`src/rtl/int_sequencer_pkg.sv`:
```
// ============================================================================
//  Module      : int_sequencer_pkg
//  Description : Shared state encodings and output codes for int_sequencer.
//  Revision    : 1.0 - initial release
// ============================================================================
`default_nettype none

package int_sequencer_pkg;

    typedef enum logic [2:0] {
        ST_IDLE    = 3'd0,
        ST_TAKE    = 3'd1,
        ST_VECTOR  = 3'd2,
        ST_HANDLER = 3'd3,
        ST_RETURN  = 3'd4
    } state_e;

    localparam logic [1:0] c_pc_sel_norm = 2'b00;
    localparam logic [1:0] c_pc_sel_vec  = 2'b01;
    localparam logic [1:0] c_pc_sel_epc  = 2'b10;

    localparam int c_cause_w      = 5;
    localparam int c_cause_sw_bit = 4;

endpackage

`default_nettype wire

```
`src/rtl/int_sequencer_arbiter.sv`:
```
// ============================================================================
//  Module      : int_sequencer_arbiter
//  Description : Combinational hardware-interrupt arbiter. Fixed priority
//                (lowest index) by default; round-robin from ptr_i when
//                INT_ROUND_ROBIN_EN is defined.
//  Revision    : 1.0 - initial release
// ============================================================================
`default_nettype none

module int_sequencer_arbiter #(
    parameter int NSRC = 4,
    parameter int IW   = 2
) (
    input  logic [NSRC-1:0] req_i,
    input  logic [IW-1:0]   ptr_i,
    output logic [NSRC-1:0] grant_o,
    output logic [IW-1:0]   idx_o,
    output logic            valid_o
);

`ifdef INT_ROUND_ROBIN_EN
    always_comb begin
        int j;
        j       = 0;
        grant_o = '0;
        idx_o   = '0;
        valid_o = 1'b0;
        // Scan starting at the pointer, wrapping at NSRC.
        for (int k = 0; k < NSRC; k++) begin
            j = int'(ptr_i) + k;
            if (j >= NSRC) begin
                j = j - NSRC;
            end
            if (!valid_o && req_i[j]) begin
                valid_o    = 1'b1;
                grant_o[j] = 1'b1;
                idx_o      = IW'(j);
            end
        end
    end
`else
    logic w_unused_ptr;
    assign w_unused_ptr = ^ptr_i;

    always_comb begin
        grant_o = '0;
        idx_o   = '0;
        valid_o = 1'b0;
        for (int k = NSRC - 1; k >= 0; k--) begin
            if (req_i[k]) begin
                grant_o    = '0;
                grant_o[k] = 1'b1;
                idx_o      = IW'(k);
                valid_o    = 1'b1;
            end
        end
    end
`endif

endmodule

`default_nettype wire

```
`src/rtl/int_sequencer.sv`:
```
// ============================================================================
//  Module      : int_sequencer
//  Description : Interrupt sequencer: edge capture, enable mask, arbitration,
//                safe-point take, vector/EPC PC redirection.
//                Optional macro INT_ROUND_ROBIN_EN selects round-robin arbitration.
//  Revision    : 1.0 - initial release
// ============================================================================
`default_nettype none

module int_sequencer
    import int_sequencer_pkg::*;
#(
    parameter int          NSRC     = 4,
    parameter logic [15:0] VEC_BASE = 16'h0008
) (
    input  logic                 CLK,
    input  logic                 RST,
    input  logic [NSRC-1:0]      irq_i,
    input  logic                 mask_we_i,
    input  logic [NSRC-1:0]      mask_d_i,
    input  logic                 sw_int_i,
    input  logic [3:0]           sw_code_i,
    input  logic                 id_valid_i,
    input  logic                 stall_i,
    input  logic                 br_in_ex_i,
    input  logic [15:0]          pc_id_i,
    input  logic                 eret_i,
    output logic                 interception_o,
    output logic [15:0]          epc_o,
    output logic [c_cause_w-1:0] cause_o,
    output logic [15:0]          vector_o,
    output logic [1:0]           pc_sel_o,
    output logic [NSRC-1:0]      ack_o,
    output logic                 busy_o
);

    localparam int c_iw = $clog2(NSRC);

    state_e                 state_q, state_d;
    logic [NSRC-1:0]        irq_q, irq_d;
    logic [NSRC-1:0]        pending_q, pending_d;
    logic [NSRC-1:0]        enable_q, enable_d;
    logic [NSRC-1:0]        ack_q, ack_d;
    logic [c_iw-1:0]        rr_ptr_q, rr_ptr_d;
    logic [15:0]            epc_q, epc_d;
    logic [c_cause_w-1:0]   cause_q, cause_d;
    logic                   intercept_q, intercept_d;
    logic [1:0]             pc_sel_q, pc_sel_d;

    logic [NSRC-1:0]        w_grant;
    logic [c_iw-1:0]        w_idx;
    logic                   w_hw_any;
    logic                   w_safe;

    int_sequencer_arbiter #(
        .NSRC (NSRC),
        .IW   (c_iw)
    ) u_arbiter (
        .req_i   (pending_q & enable_q),
        .ptr_i   (rr_ptr_q),
        .grant_o (w_grant),
        .idx_o   (w_idx),
        .valid_o (w_hw_any)
    );

    assign w_safe = id_valid_i & ~stall_i & ~br_in_ex_i;

    always_comb begin
        irq_d       = irq_i;
        // A fresh edge beats the acknowledge clear in the same cycle.
        pending_d   = (pending_q & ~ack_q) | (irq_i & ~irq_q);
        enable_d    = mask_we_i ? mask_d_i : enable_q;
        state_d     = state_q;
        epc_d       = epc_q;
        cause_d     = cause_q;
        rr_ptr_d    = rr_ptr_q;
        intercept_d = 1'b0;
        pc_sel_d    = c_pc_sel_norm;
        ack_d       = '0;

        case (state_q)
            ST_IDLE: begin
                if ((sw_int_i || w_hw_any) && w_safe) begin
                    state_d     = ST_TAKE;
                    epc_d       = pc_id_i;
                    intercept_d = 1'b1;
                    if (sw_int_i) begin
                        cause_d = {1'b1, sw_code_i};
                    end else begin
                        cause_d  = {1'b0, 4'(w_idx)};
                        ack_d    = w_grant;
                        rr_ptr_d = (w_idx == c_iw'(NSRC - 1)) ? '0 : w_idx + 1'b1;
                    end
                end
            end
            ST_TAKE: begin
                state_d  = ST_VECTOR;
                pc_sel_d = c_pc_sel_vec;
            end
            ST_VECTOR: begin
                state_d = ST_HANDLER;
            end
            ST_HANDLER: begin
                if (eret_i) begin
                    state_d  = ST_RETURN;
                    pc_sel_d = c_pc_sel_epc;
                end
            end
            ST_RETURN: begin
                state_d = ST_IDLE;
            end
            default: begin
                state_d = ST_IDLE;
            end
        endcase
    end

    always_ff @(posedge CLK or posedge RST) begin
        if (RST) begin
            state_q     <= ST_IDLE;
            irq_q       <= '0;
            pending_q   <= '0;
            enable_q    <= '0;
            ack_q       <= '0;
            rr_ptr_q    <= '0;
            epc_q       <= '0;
            cause_q     <= '0;
            intercept_q <= 1'b0;
            pc_sel_q    <= c_pc_sel_norm;
        end else begin
            state_q     <= state_d;
            irq_q       <= irq_d;
            pending_q   <= pending_d;
            enable_q    <= enable_d;
            ack_q       <= ack_d;
            rr_ptr_q    <= rr_ptr_d;
            epc_q       <= epc_d;
            cause_q     <= cause_d;
            intercept_q <= intercept_d;
            pc_sel_q    <= pc_sel_d;
        end
    end

    assign interception_o = intercept_q;
    assign epc_o          = epc_q;
    assign cause_o        = cause_q;
    assign vector_o       = VEC_BASE;
    assign pc_sel_o       = pc_sel_q;
    assign ack_o          = ack_q;
    assign busy_o         = (state_q != ST_IDLE);

endmodule

`default_nettype wire

```
`config.mk`:
```
export PLATFORM = sky130hd
export DESIGN_NAME = int_sequencer
export DESIGN_NICKNAME = d
export VERILOG_FILES = /design/src/rtl/int_sequencer_pkg.sv /design/src/rtl/int_sequencer_arbiter.sv /design/src/rtl/int_sequencer.sv
export SDC_FILE = /design/constraint.sdc
export NUM_CORES = 1
export LEC_CHECK = 0
export CORE_MARGIN = 1.5
export CORE_UTILIZATION = 23
export CTS_CLUSTER_SIZE = 20
export DETAILED_ROUTE_END_ITERATION = 8
export PLACE_DENSITY = 0.59
export SYNTH_ARGS = -nofsm -noshare
export SYNTH_HDL_FRONTEND = slang
export SYNTH_HIERARCHICAL = 1
export SYNTH_SLANG_ARGS = --single-unit
```
`constraint.sdc`:
```
create_clock -name CLK -period 1.8 [get_ports CLK]
set_clock_uncertainty 0.1 [all_clocks]
set_input_delay 0.27 -clock CLK [delete_from_list [all_inputs] [get_ports CLK]]
set_output_delay 0.27 -clock CLK [all_outputs]
set_load 0.005 [all_outputs]
```
==> flow_metrics.py, run 1 <==
metrics = {
    "critical_path": {
        "path_class": "reg2reg",
        "crit_arrival_ps": 1910,
        "worstPathMaxFanout": 4,
        "r2r-start": "pending_q[3]",
        "cp-startpoint": "pending_q[3]",
        "r2r_slack_ps": -30,
        "start_kind": "flop",
        "cp.required_ps": 1880,
        "rr_worst_depth": 8,
        "worstSetupEndpointType": "flop",
        "r2r_end": "cause_o[0]",
    },
    "sta": {
        "slew_viol_final": 0,
        "hold-worst-slack_ps": 162,
        "period_minus_slack_ps": 1830,
        "setup_violations": 17,
        "rsz0062_at_grt": "true",
        "period_share_pct": 102,
        "worst_slack_ps": -28.8,
        "hold_viol_final": 0,
        "fmax_mhz": 547,
    },
    "placed_design": {
        "place.gp.congestion": 0.723,
        "hpwl_um": 3030,
        "numPortBuffers": 64,
    },
    "finish": {
        "diodes": 0,
        "num-nets-final": 269,
        "area_growth_pct": 57.0,
        "nFillCells": 802,
        "drive_above_1_share_pct": 30.8,
    },
    "global_routing": {
        "overflow": 0,
        "antenna_found_initial": 0,
        "first_global_vias": 1334,
        "grt_start_max_net_pins": 30,
        "grt_pass1_wl_um": 6730,
        "track_usage_pct": 10.1,
    },
    "routing": {
        "drc": 0,
        "vias_per_cell": 3.92,
        "wire_per_inst_um": 12.7,
        "vias": 1316,
        "drtIter0Drc": 12,
        "first_pass_iters": 4,
        "postRouteAntennaNets": 0,
        "drt-total-wl_um": 4280,
    },
    "clock_tree": {
        "cts_tree": "built",
        "numCtsBuffers": 5,
        "numClockSinks": 43,
        "cts.clk_slew.worst_paths_ps": 80,
        "clkLatencyLatePin_ps": 280,
        "cts.path.max_buffers": 2,
        "htreeDepth": 2,
        "root_buffer": "clkbuf_8",
    },
    "synth": {
        "synth_cells": 143,
        "synthesis.area_um2": 1900,
        "avgSynthCellArea_um2": 13.3,
        "yosys_warnings": 6,
    },
    "die": {
        "initial_core_util_pct": 24.2,
        "num_rows": 32,
        "die_area_um2": 8820,
        "die_x_um": 93.9,
        "ios": 81,
        "coreArea_um2": 7850,
        "die_y_um": 93.9,
    },
    "power": {
        "p_per_area_nw_per_um2": 1110,
        "ir_drop_mv": 0.389,
        "comb_power_share_pct": 38.3,
        "power_frac_clock_pct": 17.9,
        "p_seq_share_pct": 43.8,
        "p_switching_w": 0.000875,
        "p_sw_share_pct": 26.4,
        "internal-power_w": 0.00244,
        "p_leak_nw": 1.42,
        "p_total_w": 0.00331,
    },
    "hold_path": {
        "hp-class": "in2async",
    },
    "job": {
        "maxCapViolCount": 0,
    },
    "status": {
        "failed_checks": "setup timing",
        "status": "complete, but fails checks",
    },
}
## repair_timing
action	CTS	global route
cloned	2	1
resized for setup	12	3
setup endpoints to repair	20	25
pin swaps	6	3
setup buffers	9	3
hold buffers	0	0
## power by group through the flow
stage	Combinational, W	Clock [W]	Sequential, W
floorplan	0.000523	0	0.00145
global placement	0.00117	0	0.00147
detailed placement	0.00119	0	0.00146
CTS	0.00127	0.000625	0.00145
global route	0.00136	0.000676	0.00149
finish	0.00127	0.000592	0.00145
## sequential cells by signal, indices dropped and copies added, names as in the netlist
| name | count |
|---|---|
| epc_o | 16 |
| cause_o | 5 |
| ack_o | 4 |
| enable_q | 4 |
| irq_q | 4 |
| pending_q | 4 |
| state_q | 3 |
| pc_sel_o | 2 |
| interception_o | 1 |
## worst max-delay path by stage
stage,endpoint,slack (ps),cells past startpoint
after detailed placement,epc_o[9],-110,7
final,cause_o[0],-30,8
after global placement,cause_o[4],-90,5
after global routing,epc_o[0],-90,8
after floorplan,epc_o[10],1,7
after CTS,epc_o[12],-60,8
## worst max-delay path: stages (launching register included)
cell	delay, ps
dfrtp_1	390
and2_4	190
nor2_4	90
nand2_2	60
or2_4	240
nand3_4	90
buf_12	130
clkbuf_16	130
mux2_4	290
## through the flow
step | util, % | instances | instance area, µm² | setup TNS (ps) | setup slack, ps
2_1_floorplan | - | 157 | 1970 | 0 | 1.02
3_3_place_gp | 34.2 | 314 | 2690 | -1690 | -94.4
3_5_place_dp | 34.2 | 314 | 2690 | -1880 | -109
4_1_cts | 37.5 | 333 | 2940 | -544 | -59.9
5_1_grt | 38.1 | 336 | 2990 | -1600 | -89.3
6_report | 38.1 | 336 | 2990 | -212 | -28.8
## cell usage in the layout (no fill, tap or decap), types with 2 or more instances in the layout
cell type / instances
inv_1: 15
a21bo_2: 2
a21oi_1: 2
nand4_1: 2
conb_1: 16
dfrtp_1: 42
nor2_4: 2
and4b_1: 2
o22ai_1: 4
nor2_1: 5
clkbuf_8: 5
nor3_1: 2
mux2_4: 19
clkdlybuf4s50_1: 63
buf_12: 5
and2_4: 4
buf_4: 16
mux2_2: 6
## metal layers
layer | routed length (µm) | global-route usage, % | vias up | part of all wire, %
li1 | - | - | 617 | -
met1 | 1930 | 13.2 | 650 | 45
met2 | 2020 | 15.7 | 44 | 47
met3 | 292 | 3.40 | 5 | 6.8
met4 | 38 | 3.36 | 0 | 0.89
met5 | 0 | 0 | - | 0
## area by class of cell
type	count	area [µm²]	share of cell area, %
Sequential cell	43	1080	36.1
Timing Repair Buffer	88	923	30.9
Multi-Input combinational cell	79	713	23.9
Tap cell	102	128	4.27
Clock buffer	6	72.6	2.43
Inverter	16	60.1	2.01
Clock inverter	2	12.5	0.419
(Power assumes the default switching activity.)
==> inputs of run 2 (changes only) <==
- CTS_BUF_LIST: default -> sky130_fd_sc_hd__clkbuf_4 sky130_fd_sc_hd__clkbuf_8
==> flow_metrics.py, run 2 (synthesis gave the netlist of run 1 again) <==
metrics = {
    "placed_design": {
        "numPortBuffers": 64,
        "place.gp.congestion": 0.723,
        "hpwl_um": 3030,
        "pre_cts_ws_ps": -109,
    },
    "sta": {
        "hold_viol_final": 0,
        "worst_slack_ps": -28.9,
        "fmax_mhz": 547,
        "slew_viol_final": 0,
        "period_share_pct": 102,
        "period_minus_slack_ps": 1830,
        "rsz0062_at_grt": "true",
        "setup_violations": 17,
    },
    "finish": {
        "diodes": 0,
        "largest_reg_flops": 16,
        "final_common_cell": "clkdlybuf4s50_1",
        "drive_above_1_share_pct": 31.2,
        "nFillCells": 803,
        "area_growth_pct": 57.2,
        "final_cell_mix": "clkdlybuf4s50_1 (63), dfrtp_1 (42), mux2_4 (19)",
        "num-nets-final": 269,
        "post-route-util_pct": 38.1,
    },
    "global_routing": {
        "first_global_vias": 1334,
        "antenna_found_initial": 0,
        "track_usage_pct": 10.1,
        "overflow": 0,
        "grt_pass1_wl_um": 6730,
        "grt_start_max_net_pins": 30,
    },
    "status": {
        "failed_checks": "setup timing",
        "status": "complete, but fails checks",
    },
    "critical_path": {
        "worstPathMaxFanout": 4,
        "cp_slowest_stage_delay_ps": 390,
        "r2r-start": "pending_q[3]",
        "worstSetupEndpointType": "flop",
        "crit_arrival_ps": 1910,
        "cp_top_family": "simple AND/OR/NAND/NOR gates",
        "r2r_end": "cause_o[0]",
        "crit_path_top_delay_cell": "dfrtp_1",
        "path_class": "reg2reg",
        "rr_worst_depth": 8,
        "cp_cell_sequence": "and2_4 -> nor2_4 -> nand2_2 -> or2_4 -> nand3_4 -> buf_12 -> clkbuf_16 -> mux2_4",
        "path_depth": 8,
        "cp.required_ps": 1880,
        "r2r_slack_ps": -30,
        "cp-startpoint": "pending_q[3]",
        "crit_buf_inv": 2,
        "start_kind": "flop",
    },
    "routing": {
        "drt-total-wl_um": 4280,
        "drc": 0,
        "vias_per_cell": 3.92,
        "first_pass_iters": 4,
        "drtIter0Drc": 12,
        "wire_per_inst_um": 12.7,
        "vias": 1316,
        "postRouteAntennaNets": 0,
    },
    "clock_tree": {
        "cts.path.max_buffers": 2,
        "clkLatencyLatePin_ps": 280,
        "cts.clk_slew.worst_paths_ps": 80,
        "root_buffer": "clkbuf_8",
        "htreeDepth": 2,
        "cts_tree": "built",
        "numCtsBuffers": 5,
        "numClockSinks": 43,
    },
    "die": {
        "num_rows": 32,
        "initial_core_util_pct": 24.2,
        "die_area_um2": 8820,
        "die_y_um": 93.9,
        "ios": 81,
        "die_x_um": 93.9,
        "coreArea_um2": 7850,
    },
    "hold_path": {
        "hp-class": "in2async",
    },
    "power": {
        "p_leak_nw": 1.42,
        "ir_drop_mv": 0.389,
        "p_per_area_nw_per_um2": 1110,
    },
    "job": {
        "maxCapViolCount": 0,
    },
}
[run 2: layout make-up]
class / instances / area, µm² / share of cell area (%)
clock buffer: 6 / 76.3 / 2.55
sequential: 43 / 1080 / 36.0
multi-input combinational: 79 / 713 / 23.8
tap: 102 / 128 / 4.27
clock inverter: 2 / 12.5 / 0.418
inverter: 16 / 60.1 / 2.01
timing repair buffer: 88 / 923 / 30.9
[run 2: what timing repair did]
| action | 4_1_cts | 5_1_grt |
|---|---|---|
| resized for setup | 12 | 3 |
| hold buffers | 0 | 0 |
| pin swaps | 6 | 3 |
| gates cloned | 2 | 1 |
| buffers inserted | 9 | 3 |
| setup endpoints to repair | 20 | 25 |
[run 2: how the worst max path moves through the flow]
stage | slack [ps] | endpoint
global placement | -90 | cause_o[4]
detailed placement | -110 | epc_o[9]
finish | -30 | cause_o[0]
CTS | -60 | epc_o[12]
global route | -90 | epc_o[0]
floorplan | 1 | epc_o[10]
[run 2: per-stage QoR]
stage	hold WS, ps	setup TNS (ps)	instances	total power, W	cell area [µm²]
finish	162	-214	336	0.00333	2990
global route	193	-1610	336	0.00355	2990
CTS	168	-543	333	0.00336	2950
detailed placement	309	-1880	314	0.00265	2690
global placement	306	-1690	314	0.00264	2690
floorplan	201	0	157	0.00197	1970
[run 2: routing by layer]
metal	global-route usage, %	wire, µm	up-vias
met5	0	0	-
met4	3.36	38	0
met3	3.40	292	5
met2	15.7	2020	44
met1	13.2	1930	650
li1	-	-	617
[run 2: report_power, final]
part	total [W]	switching (W)	leakage, nW	internal, W
Clock	0.000607	0.000321	0.0446	0.000286
Sequential	0.00145	0.000207	0.525	0.00124
Combinational	0.00127	0.000347	0.852	0.000922
Total	0.00333	0.000875	1.42	0.00245
